**src/rtl/bru_pkg.sv**
```systemverilog
// Shared types for the branch resolution unit: prediction-queue entry layout
// and the RUN/FLUSH state encoding. Optional feature macro: BRU_STATS_EN.
package bru_pkg;

    // One in-flight prediction recorded by fetch
    typedef struct packed {
        logic [31:0] pc;
        logic        predTaken;
        logic [31:0] predTarget;
    } bru_entry_t;

    localparam int BRU_ENTRY_W = $bits(bru_entry_t);

    // RUN accepts pushes/resolves; FLUSH is the one-cycle recovery after a mispredict
    typedef enum logic {
        BRU_RUN   = 1'b0,
        BRU_FLUSH = 1'b1
    } bru_state_e;

endpackage

```
**src/rtl/bru_pred_queue.sv**
```systemverilog
// In-order prediction FIFO with wrap-around pointers and an occupancy count.
// A push while full is dropped even if a pop happens in the same cycle.
// Clear empties the queue; payload storage itself is never reset.
module bru_pred_queue
    import bru_pkg::*;
#(
    parameter int DEPTH = 4
) (
    input  logic                   clock,
    input  logic                   resetN,
    input  logic                   push,
    input  logic                   pop,
    input  logic                   clear,
    input  logic [BRU_ENTRY_W-1:0] pushData,
    output logic                   full,
    output logic                   empty,
    output logic [BRU_ENTRY_W-1:0] head
);

    localparam int PTR_W = $clog2(DEPTH);
    localparam int CNT_W = PTR_W + 1;
    localparam logic [PTR_W-1:0] PTR_ONE  = PTR_W'(1);
    localparam logic [CNT_W-1:0] CNT_ONE  = CNT_W'(1);
    localparam logic [CNT_W-1:0] CNT_FULL = CNT_W'(DEPTH);

    logic [BRU_ENTRY_W-1:0] mem [DEPTH];
    logic [PTR_W-1:0]       wrPtr_q;
    logic [PTR_W-1:0]       rdPtr_q;
    logic [CNT_W-1:0]       count_q;
    logic [CNT_W-1:0]       count_d;
    logic                   full_q;
    logic                   doPush;
    logic                   doPop;

    assign empty  = (count_q == '0);
    assign full   = full_q;
    assign head   = mem[rdPtr_q];
    assign doPush = push && !full_q && !clear;
    assign doPop  = pop && !empty && !clear;

    // Next occupancy: clear wins, otherwise simultaneous push and pop cancel
    always_comb begin
        count_d = count_q;
        if (clear) begin
            count_d = '0;
        end else if (doPush && !doPop) begin
            count_d = count_q + CNT_ONE;
        end else if (doPop && !doPush) begin
            count_d = count_q - CNT_ONE;
        end
    end

    // Pointers, count and registered full flag
    always_ff @(posedge clock) begin
        if (!resetN) begin
            wrPtr_q <= '0;
            rdPtr_q <= '0;
            count_q <= '0;
            full_q  <= 1'b0;
        end else begin
            count_q <= count_d;
            full_q  <= (count_d == CNT_FULL);
            if (clear) begin
                wrPtr_q <= '0;
                rdPtr_q <= '0;
            end else begin
                if (doPush) begin
                    wrPtr_q <= wrPtr_q + PTR_ONE;
                end
                if (doPop) begin
                    rdPtr_q <= rdPtr_q + PTR_ONE;
                end
            end
        end
    end

    // Payload storage, written only on an accepted push
    always_ff @(posedge clock) begin
        if (doPush) begin
            mem[wrPtr_q] <= pushData;
        end
    end

endmodule

```
**src/rtl/branch_resolution_unit.sv**
```systemverilog
// Branch resolution unit: compares execute-stage outcomes against the queued
// fetch predictions, updates the BTB, and redirects fetch on a mispredict.
// Optional feature macro: BRU_STATS_EN adds branch and mispredict counters.
module branch_resolution_unit
    import bru_pkg::*;
#(
    parameter int DEPTH = 4
) (
    input  logic        bru_clk,
    input  logic        bru_reset_n,
    input  logic        bru_push,
    input  logic [31:0] bru_push_pc,
    input  logic        bru_push_pred_taken,
    input  logic [31:0] bru_push_pred_target,
    output logic        bru_full,
    input  logic        bru_resolve,
    input  logic [31:0] bru_resolve_pc,
    input  logic        bru_resolve_is_branch,
    input  logic        bru_resolve_taken,
    input  logic [31:0] bru_resolve_target,
    output logic        bru_btb_write,
    output logic [31:0] bru_btb_new_pc,
    output logic [31:0] bru_btb_data,
    output logic        bru_btb_branch_taken,
    output logic        bru_redirect,
    output logic [31:0] bru_redirect_pc,
    output logic        bru_underflow
`ifdef BRU_STATS_EN
    ,
    output logic [31:0] bru_branch_count,
    output logic [31:0] bru_mispredict_count
`endif
);

    bru_state_e             state_q;
    bru_entry_t             pushEntry;
    bru_entry_t             head;
    logic [BRU_ENTRY_W-1:0] headRaw;
    logic                   queueFull;
    logic                   queueEmpty;
    logic                   resolveValid;
    logic                   doPop;
    logic                   mispredict;
    logic                   doPush;
    logic [31:0]            redirectPc_d;

    logic                   btbWrite_q;
    logic [31:0]            btbNewPc_q;
    logic [31:0]            btbData_q;
    logic                   btbTaken_q;
    logic                   redirect_q;
    logic [31:0]            redirectPc_q;
    logic                   underflow_q;

    assign pushEntry = '{pc: bru_push_pc,
                         predTaken: bru_push_pred_taken,
                         predTarget: bru_push_pred_target};
    assign head = bru_entry_t'(headRaw);

    bru_pred_queue #(
        .DEPTH(DEPTH)
    ) u_queue (
        .clock   (bru_clk),
        .resetN  (bru_reset_n),
        .push    (doPush),
        .pop     (doPop),
        .clear   (mispredict),
        .pushData(pushEntry),
        .full    (queueFull),
        .empty   (queueEmpty),
        .head    (headRaw)
    );

    // Resolve qualification, mispredict detection and redirect target selection
    always_comb begin
        resolveValid = bru_resolve && (state_q == BRU_RUN);
        doPop        = resolveValid && !queueEmpty;
        mispredict   = doPop &&
                       ((head.pc != bru_resolve_pc) ||
                        (bru_resolve_is_branch && (head.predTaken != bru_resolve_taken)) ||
                        (bru_resolve_taken && (head.predTarget != bru_resolve_target)) ||
                        (!bru_resolve_is_branch && head.predTaken));
        doPush       = bru_push && (state_q == BRU_RUN) && !mispredict;
        redirectPc_d = (bru_resolve_is_branch && bru_resolve_taken) ?
                       bru_resolve_target : (bru_resolve_pc + 32'd4);
    end

    // FSM plus registered BTB-update, redirect and underflow outputs
    always_ff @(posedge bru_clk) begin
        if (!bru_reset_n) begin
            state_q      <= BRU_RUN;
            btbWrite_q   <= 1'b0;
            btbNewPc_q   <= '0;
            btbData_q    <= '0;
            btbTaken_q   <= 1'b0;
            redirect_q   <= 1'b0;
            redirectPc_q <= '0;
            underflow_q  <= 1'b0;
        end else begin
            case (state_q)
                BRU_RUN:   state_q <= mispredict ? BRU_FLUSH : BRU_RUN;
                BRU_FLUSH: state_q <= BRU_RUN;
                default:   state_q <= BRU_RUN;
            endcase
            btbWrite_q <= doPop && bru_resolve_is_branch;
            if (doPop && bru_resolve_is_branch) begin
                btbNewPc_q <= bru_resolve_pc;
                btbData_q  <= bru_resolve_target;
                btbTaken_q <= bru_resolve_taken;
            end
            redirect_q <= mispredict;
            if (mispredict) begin
                redirectPc_q <= redirectPc_d;
            end
            if (resolveValid && queueEmpty) begin
                underflow_q <= 1'b1;
            end
        end
    end

    assign bru_full             = queueFull;
    assign bru_btb_write        = btbWrite_q;
    assign bru_btb_new_pc       = btbNewPc_q;
    assign bru_btb_data         = btbData_q;
    assign bru_btb_branch_taken = btbTaken_q;
    assign bru_redirect         = redirect_q;
    assign bru_redirect_pc      = redirectPc_q;
    assign bru_underflow        = underflow_q;

`ifdef BRU_STATS_EN
    logic [31:0] branchCount_q;
    logic [31:0] mispredictCount_q;

    // Running totals of resolved branches and mispredicts, wrapping naturally
    always_ff @(posedge bru_clk) begin
        if (!bru_reset_n) begin
            branchCount_q     <= '0;
            mispredictCount_q <= '0;
        end else begin
            if (doPop && bru_resolve_is_branch) begin
                branchCount_q <= branchCount_q + 32'd1;
            end
            if (mispredict) begin
                mispredictCount_q <= mispredictCount_q + 32'd1;
            end
        end
    end

    assign bru_branch_count     = branchCount_q;
    assign bru_mispredict_count = mispredictCount_q;
`endif

endmodule

```
**config.mk**
```make
export PLATFORM = sky130hd
export DESIGN_NAME = branch_resolution_unit
export DESIGN_NICKNAME = d
export VERILOG_FILES = /design/src/rtl/bru_pkg.sv /design/src/rtl/bru_pred_queue.sv /design/src/rtl/branch_resolution_unit.sv
export SDC_FILE = /design/constraint.sdc
export NUM_CORES = 1
export LEC_CHECK = 0
export ABC_CLOCK_PERIOD_IN_PS = 11000
export CORE_UTILIZATION = 35
export CTS_BUF_LIST = sky130_fd_sc_hd__clkbuf_2 sky130_fd_sc_hd__clkbuf_4 sky130_fd_sc_hd__clkbuf_8
export CTS_CLUSTER_SIZE = 14
export DETAILED_ROUTE_END_ITERATION = 8
export PLACE_DENSITY = 0.52
export SYNTH_ARGS = -nofsm -noshare
export SYNTH_HDL_FRONTEND = slang
export SYNTH_SLANG_ARGS = --single-unit
```
**constraint.sdc**
```tcl
create_clock -name bru_clk -period 11 [get_ports bru_clk]
set_clock_uncertainty 0.1 [all_clocks]
set_input_delay 2.2 -clock bru_clk [delete_from_list [all_inputs] [get_ports bru_clk]]
set_output_delay 2.2 -clock bru_clk [all_outputs]
set_load 0.01 [all_outputs]
```
==> metrics.md, run 1 <==
| Metric | Value |
|---|---|
| Outcome | finished, violations left |
| Failing checks | design-rule violations |
| Worst-case clock buffer depth | 3 |
| Logic pwr share | 11.6% |
| TritonCTS clock tree | yes |
| CTS Sinks | approximately 370 |
| Synth Warn # | 0 |
| FF+latch count, synth | about 370 |
| # DRC | 2 |
| Number of max-cap violations | 0 |
| Die width | around 210 um |
| Hold-fix buffers at CTS | 0 |
| Share of cells above drive strength 1 | between 10% and 20% |
| Post-layout minimum cycle time | between 5 and 6 ns |
| RSZ-0062 raised after global routing | no |
| DR vias/cell | 4.97 |
| Post-synthesis instance area | approximately 0.015 mm2 |
| Number of antenna violations at the first check in global routing | 2 |
| CTS clk-pin slew, worst paths | 0.05 ns |
| Top cell by count, worst path | nand4_1 |
| # fillers | around 3900 |
| Setup TNS | 0 ns |
| Final Setup Violations | 0 |
| Pwr Total | between 3 and 4 mW |
| Top_reg_cell synth | edfxtp_1 |
| Reg-to-reg slack, setup | slightly above 5 ns |
| Hold Fails Final Rpt | 0 |
| Max Freq | around 0.17 GHz |
| Type of the worst setup path | input pin to flop |
| DP HPWL | around 31000 um |
| Die Y | roughly 210 um |
| Pleak | 6.25 nW |
| Crit-path slowest cell | buf_4 |
| Post-synth EDFFs | 260 |
| Yosys top cell by area | edfxtp_1 |
| Vias in the first global route | approximately 9700 |
| Core area | between 0.04 and 0.05 mm2 |
| Worst path cell trace | clkdlybuf4s50_1 > nand2_2 > xor2_1 > nand4_1 > nor4_1 > nand4_1 > nor2_1 > nor2_4 > nor3b_2 > buf_4 |
| PD cells | 172 mW/mm2 |
| Postcts setup bufs | 0 |
| Gr ovfl total | 0 |
| Total Wirelength | ~45000 um |
| Post-synth cell types | 43 |
| DRT iter0 DRCs | about 750 |
| GR Util All Layers | approximately 21% |
| Layout Utilization | 45.6% |
| Synth area leaders | edfxtp_1 51%, dfxtp_1 15%, mux4_2 9.3%, nand2_1 4.9%, xnor2_1 4.2% |
| Fin nets | between 1000 and 1500 |
| Seq pwr share | between 40% and 50% |
| Pin count of the biggest net entering global routing | between 70 and 80 |
| WP data required | about 11 ns |
| Average wire per standard cell | ~23 um |
| Int Power | around 2.6 mW |
| Root buffer cell | clkbuf_8 |
| Syn nets | roughly 1200 |
| Sequential area share after synthesis | 65.7% |
| Psw | between 800 and 900 uW |
| Tcrit/Tclk final | 54.5% |
| CP Max Fanout | 65 |
| Die ar. | 0.0445 mm2 |
| Syn_area_per_cell | roughly 14 um2 |
| Worst Path Arrival | between 6 and 7 ns |
| Clock power frac | ~41% |
| Switching part of the total power | roughly a quarter |
| H-tree Lvls | 3 |
| Rel. slew slack | a little under a quarter |
| Least-Margin Pin Slew | approximately 1.1 ns |
| P&R area growth vs syn | 28.8% |
| Peak VDD IR | roughly 82 uV |
| GPL Wtd Cong | 0.806 |
| Post_cts resized | 0 |
| Clock latency on the worst-skew pair | 0.61 ns |
| Min-delay worst type | flop to flop |
| Fraction of registers with async set/reset | 0% |
| # rows | 76 |
| Vias | slightly below 10000 |
| First-pass GRT wire length | roughly 65000 um |
| CP max stage delay | around 0.8 ns |
| Initial cell density of the core | 35.5% |
| CTS buffer count | between 60 and 70 |
| Top-area cell type share of the netlist area | 51.1% |
| Post-route ant nets | 0 |
| Ports | about 240 |
| Pre-antenna DRT Iters | 7 |
| Mapped Cells | 1066 |
| Port Buffer Count | roughly 240 |
| Pins over their slew limit | 0 |
| CP endpoint kind | flop |
| Worst Setup Start Kind | input pin |
-- final timing paths --
kind	from	end	cells past startpoint
min reg2reg	bru_redirect_pc[28]	bru_redirect_pc[28]	2
max	bru_resolve_is_branch	u_queue.mem[3][36]	10
max reg2reg	flop	u_queue.mem[3][36]	10
min	bru_redirect_pc[28]	bru_redirect_pc[28]	2
-- stage by stage --
step	setup WS, ns	cell area (um2)	hold WS (ns)	instances
final	5.01	19700	0.357	1964
after global routing	4.74	19700	0.375	1964
after CTS	4.98	19700	0.361	1963
after detailed placement	4.46	18200	0.348	1837
after global placement	4.55	18200	0.344	1837
after floorplan	1.82	15300	0.369	1066
-- state kept, by name (all words and copies together) (netlist names), 2 cells and up, named ones only --
register / cells
u_queue.wrPtr_q: 2
bru_redirect_pc: 32
u_queue.rdPtr_q: 2
u_queue.count_q: 3
bru_btb_data: 32
u_queue.mem: 260
bru_btb_new_pc: 32
-- logic make-up after synthesis --
| kind of cell | after synthesis | share of synthesized area, % |
|---|---|---|
| adders and majority gates | 8 | 0.655 |
| DFF | 371 | 65.7 |
| buffers and inverters | 71 | 2.11 |
| AOI/OAI and AO/OA | 126 | 5.99 |
| xor gates and xnor gates | 93 | 5.33 |
| and+or+nand+nor | 303 | 8.89 |
| muxes | 94 | 11.3 |
-- power by group through the flow --
stage	combinational [mW]	sequential, mW	clock [mW]
3_5_place_dp	0.396	1.65	0
4_1_cts	0.398	1.62	1.42
2_1_floorplan	0.181	1.66	0
5_1_grt	0.420	1.62	1.48
6_report	0.392	1.62	1.38
3_3_place_gp	0.395	1.64	0
-- area by class of cell --
class	count	area, um2	share of cell area, %
diodes	1	2.50	0.0127
flip-flops and latches	371	10000	51.0
clock inverters	23	193	0.980
inverters	7	26.3	0.134
repair buffers	250	2460	12.5
clock buffers	103	1260	6.41
well taps	585	732	3.72
multi-input cells	624	4950	25.2
-- routing by layer --
metal | up-vias | share of wire (%) | track usage, %
li1 | 4473 | - | -
met1 | 4914 | 45 | 28.4
met2 | 320 | 47 | 32.3
met3 | 48 | 5.5 | 4.13
met4 | 0 | 2.1 | 6.80
met5 | - | 0 | 0
-- placed cells by master, fill, tap and decap left out, drive strengths merged, types with 20 or more instances in the layout --
cell / n
xor2: 20
clkbuf: 103
o211ai: 23
xnor2: 73
edfxtp: 260
nand2: 200
nand3: 20
a21boi: 70
mux2i: 29
mux4: 63
dfxtp: 111
clkdlybuf4s50: 234
-- critical path, delay by kind of cell --
kind	cells	cell delay, ns
AND/OR/NAND/NOR	7	2.09
XOR/XNOR	1	0.19
buffers and inverters	2	1.51
-- synth_stat cells, drive strengths merged, types with 3 or more instances --
cell type,instances
nor2,16
and2,5
nand3,20
mux2i,29
nor3b,7
o21ba,3
nand2,200
clkbuf,39
buf,25
nand2b,3
o211ai,23
and4,3
a311oi,3
and3,8
nand4,19
a21boi,70
edfxtp,260
dfxtp,111
nor3,7
a21oi,8
ha,8
o21ai,12
xor2,20
mux4,63
xnor2,73
nor4,5
inv,7
Note: power is estimated with default switching activity, not from simulation.
==> inputs of run 2 (changes only) <==
--- a/config.mk
+++ b/config.mk
@@ -5,7 +5,7 @@
 export SDC_FILE = /design/constraint.sdc
 export NUM_CORES = 1
 export LEC_CHECK = 0
-export ABC_CLOCK_PERIOD_IN_PS = 11000
+export ABC_CLOCK_PERIOD_IN_PS = 5700
 export CORE_UTILIZATION = 35
 export CTS_BUF_LIST = sky130_fd_sc_hd__clkbuf_2 sky130_fd_sc_hd__clkbuf_4 sky130_fd_sc_hd__clkbuf_8
 export CTS_CLUSTER_SIZE = 14
==> constraint.sdc (replaced) <==
create_clock -name bru_clk -period 5.7 [get_ports bru_clk]
set_clock_uncertainty 0.1 [all_clocks]
set_input_delay 1.14 -clock bru_clk [delete_from_list [all_inputs] [get_ports bru_clk]]
set_output_delay 1.14 -clock bru_clk [all_outputs]
set_load 0.01 [all_outputs]
==> run 2 against run 1 <==
  * Via count rose by 0.33%
  * First-iteration DRC count rose by 3.2%
  * Total power increased by 87%
  * Combinational power up 100%
  * Die area stayed put
  * Setup slack lost 4.1 ns
  * Core utilization up 0.33 points
  * The flow now finishes without violations
  * Design area rose by 0.71%
  * Wire length grew 0.54%
  * Hold slack lost 0.00069 ns
  * Critical path depth did not move
  * Sequential cell count unchanged
==> metrics.md, run 2 (synthesized netlist as in run 1, its figures left out) <==
| Metric | Value |
|---|---|
| CTS buffer count | 61 (-10%) |
| CP max stage delay | 0.72 ns (-0.10 ns) |
| Port Buffer Count | 235 (unchanged) |
| Worst Setup Start Kind | flop |
| Root buffer cell | clkbuf_8 |
| DRT iter0 DRCs | 772 (+3.2%) |
| Average wire per standard cell | 23.1 um (-0.47%) |
| Logic pwr share | 12.5% (+0.9 points) |
| Vias | 9787 (+0.33%) |
| Reg2Reg Depth | 10 (unchanged) |
| Total Wirelength | 45700 um (+0.54%) |
| TritonCTS clock tree | yes |
| Largest register by flop count | u_queue.mem |
| Design area | 0.0198 mm2 (+0.71%) |
| Share of cells above drive strength 1 | 15.8% (+0.39 points) |
| Die width | 211 um (unchanged) |
| Critical path destination | u_queue.mem[1][42] |
| Hold Fails Final Rpt | 0 (unchanged) |
| Fin nets | 1485 (+1.4%) |
| R2R Path End | u_queue.mem[1][42] |
| Clock power frac | 38.5% (-2.2 points) |
| Core area | 0.0431 mm2 (unchanged) |
| Cell family with most CP delay | simple AND/OR/NAND/NOR gates |
| CP Depth | 10 (unchanged) |
| Post-layout minimum cycle time | 4.80 ns |
| Type of the worst setup path | flop to flop |
| Least-Margin Pin Slew | 0.972 ns (-0.165 ns) |
| DP HPWL | 32500 um (+6.2%) |
| Switching part of the total power | 24.5% (+0.28 points) |
| CTS Sinks | 371 (unchanged) |
| DR vias/cell | 4.93 (-0.68%) |
| Post_cts resized | 0 (unchanged) |
| First-pass GRT wire length | 66200 um (+1.4%) |
| Setup TNS | 0 ns (unchanged) |
| Worst Path Arrival | 5.04 ns (-1.05 ns) |
| Peak VDD IR | 185 uV (+120%) |
| Number of antenna violations at the first check in global routing | 6 (+4) |
| Reg-to-reg slack, setup | 0.90 ns (-4.20 ns) |
| Tcrit/Tclk final | around 84% |
| Most common cell after layout, fill and taps aside | edfxtp_1 |
| Number of max-cap violations | 0 (unchanged) |
| Die ar. | 0.0445 mm2 (unchanged) |
| CP Max Fanout | 24 (-63%) |
| Pins over their slew limit | 0 (unchanged) |
| GPL Wtd Cong | 0.827 (+2.6%) |
| Worst-case clock buffer depth | 3 (unchanged) |
| Final Setup Violations | 0 (unchanged) |
| WP buf/inv | 2 (unchanged) |
| Max FFs per register | 260 (unchanged) |
| Top cell by count, worst path | buf_4 |
| H-tree Lvls | 2 (-1) |
| Max Freq | about 0.21 GHz |
| Die Y | 211 um (unchanged) |
| Hold slack | 0.357 ns (-0.000693 ns) |
| # rows | 76 (unchanged) |
| Crit-path slowest cell | nor3b_4 |
| Clock latency on the worst-skew pair | 0.67 ns (+0.06 ns) |
| Outcome | complete, no violations |
| P&R area growth vs syn | 29.7% |
| # DRC | 0 (-2) |
| Pwr Total | 6.35 mW (+87%) |
| Rel. slew slack | 35.2% (+12 points) |
| Pin count of the biggest net entering global routing | 92 (+16%) |
| Postcts setup bufs | 0 (unchanged) |
| Initial cell density of the core | 35.5% (unchanged) |
| DP Area | 0.0185 mm2 (+1.6%) |
| Pre-antenna DRT Iters | 6 (-1) |
| Worst path cell trace | buf_4 > mux4_2 > xnor2_1 > nand4_1 > nor4_1 > a21boi_0 > nor2_1 > nor2_4 > nor3b_4 > buf_4 |
| Int Power | 4.79 mW (+86%) |
| Pleak | 6.32 nW (+1.1%) |
| Ports | 236 (unchanged) |
| Psw | 1.56 mW (+89%) |
| Vias in the first global route | 9888 (+2.0%) |
| GR Util All Layers | 20.7% (+0.20 points) |
| Most frequent cells in the layout | 260 x edfxtp_1, 234 x clkdlybuf4s50_1, 198 x nand2_1 |
| CTS clk-pin slew, worst paths | 0.06 ns (about the same) |
| Gr ovfl total | 0 (unchanged) |
| CP endpoint kind | flop |
| RSZ-0062 raised after global routing | no |
| Min-delay worst type | flop to flop |
| Seq pwr share | 49.1% (+1.4 points) |
| PD cells | 321 mW/mm2 (+86%) |
| Hold-fix buffers at CTS | 0 (unchanged) |
| Layout Utilization | 46.0% (+0.33 points) |
| WP data required | 5.94 ns (-5.16 ns) |
| Post-route ant nets | 0 (unchanged) |
[run 2: cell type report]
cell class / count / area (um2)
clock buffers: 88 / 1090
clock inverters: 28 / 204
well taps: 585 / 732
repair buffers: 277 / 2730
flip-flops and latches: 371 / 10000
diodes: 4 / 10.0
fillers: 3901 / 23300
multi-input cells: 624 / 4980
inverters: 7 / 26.3
[run 2: power by group through the flow]
stage / registers, mW / clock network (mW) / logic (mW)
6_report: 3.11 / 2.44 / 0.791
5_1_grt: 3.13 / 2.62 / 0.846
4_1_cts: 3.12 / 2.51 / 0.801
3_5_place_dp: 3.17 / 0 / 0.798
3_3_place_gp: 3.17 / 0 / 0.794
2_1_floorplan: 3.19 / 0 / 0.352
[run 2: worst min-delay path by stage]
stage                                    from  slack (ns)                  end  depth (start not counted)
after global placement    bru_redirect_pc[15]        0.34  bru_redirect_pc[15]                          2
final                     bru_redirect_pc[12]        0.36  bru_redirect_pc[12]                          2
after global routing      bru_redirect_pc[24]        0.38  bru_redirect_pc[24]                          2
after CTS                 bru_redirect_pc[12]        0.36  bru_redirect_pc[12]                          2
after floorplan            u_queue.rdPtr_q[1]        0.37                 flop                          2
after detailed placement  bru_redirect_pc[12]        0.35  bru_redirect_pc[12]                          2
[run 2: metrics by stage]
| stage | worst slack, ns | instances |
|---|---|---|
| 2_1_floorplan | -0.140 | 1066 |
| 3_3_place_gp | 0.825 | 1864 |
| 3_5_place_dp | 0.831 | 1864 |
| 4_1_cts | 0.841 | 1980 |
| 5_1_grt | 0.669 | 1984 |
| 6_report | 0.901 | 1984 |
[run 2: routing by layer]
layer  part of all wire, %  track usage (%)
met5                 0.015                0
met2                    48             33.3
met4                   2.5             6.70
met1                    44             28.1
met3                   5.6             4.42
[run 2: worst reg2reg max path, delay by kind of cell (launching register included)]
| kind | cells | cell delay (ns) |
|---|---|---|
| xor+xnor | 1 | 0.35 |
| buf+inv | 2 | 0.71 |
| mux | 1 | 0.56 |
| flops | 1 | 0.67 |
| simple gates | 5 | 1.80 |
| compound gates | 1 | 0.29 |
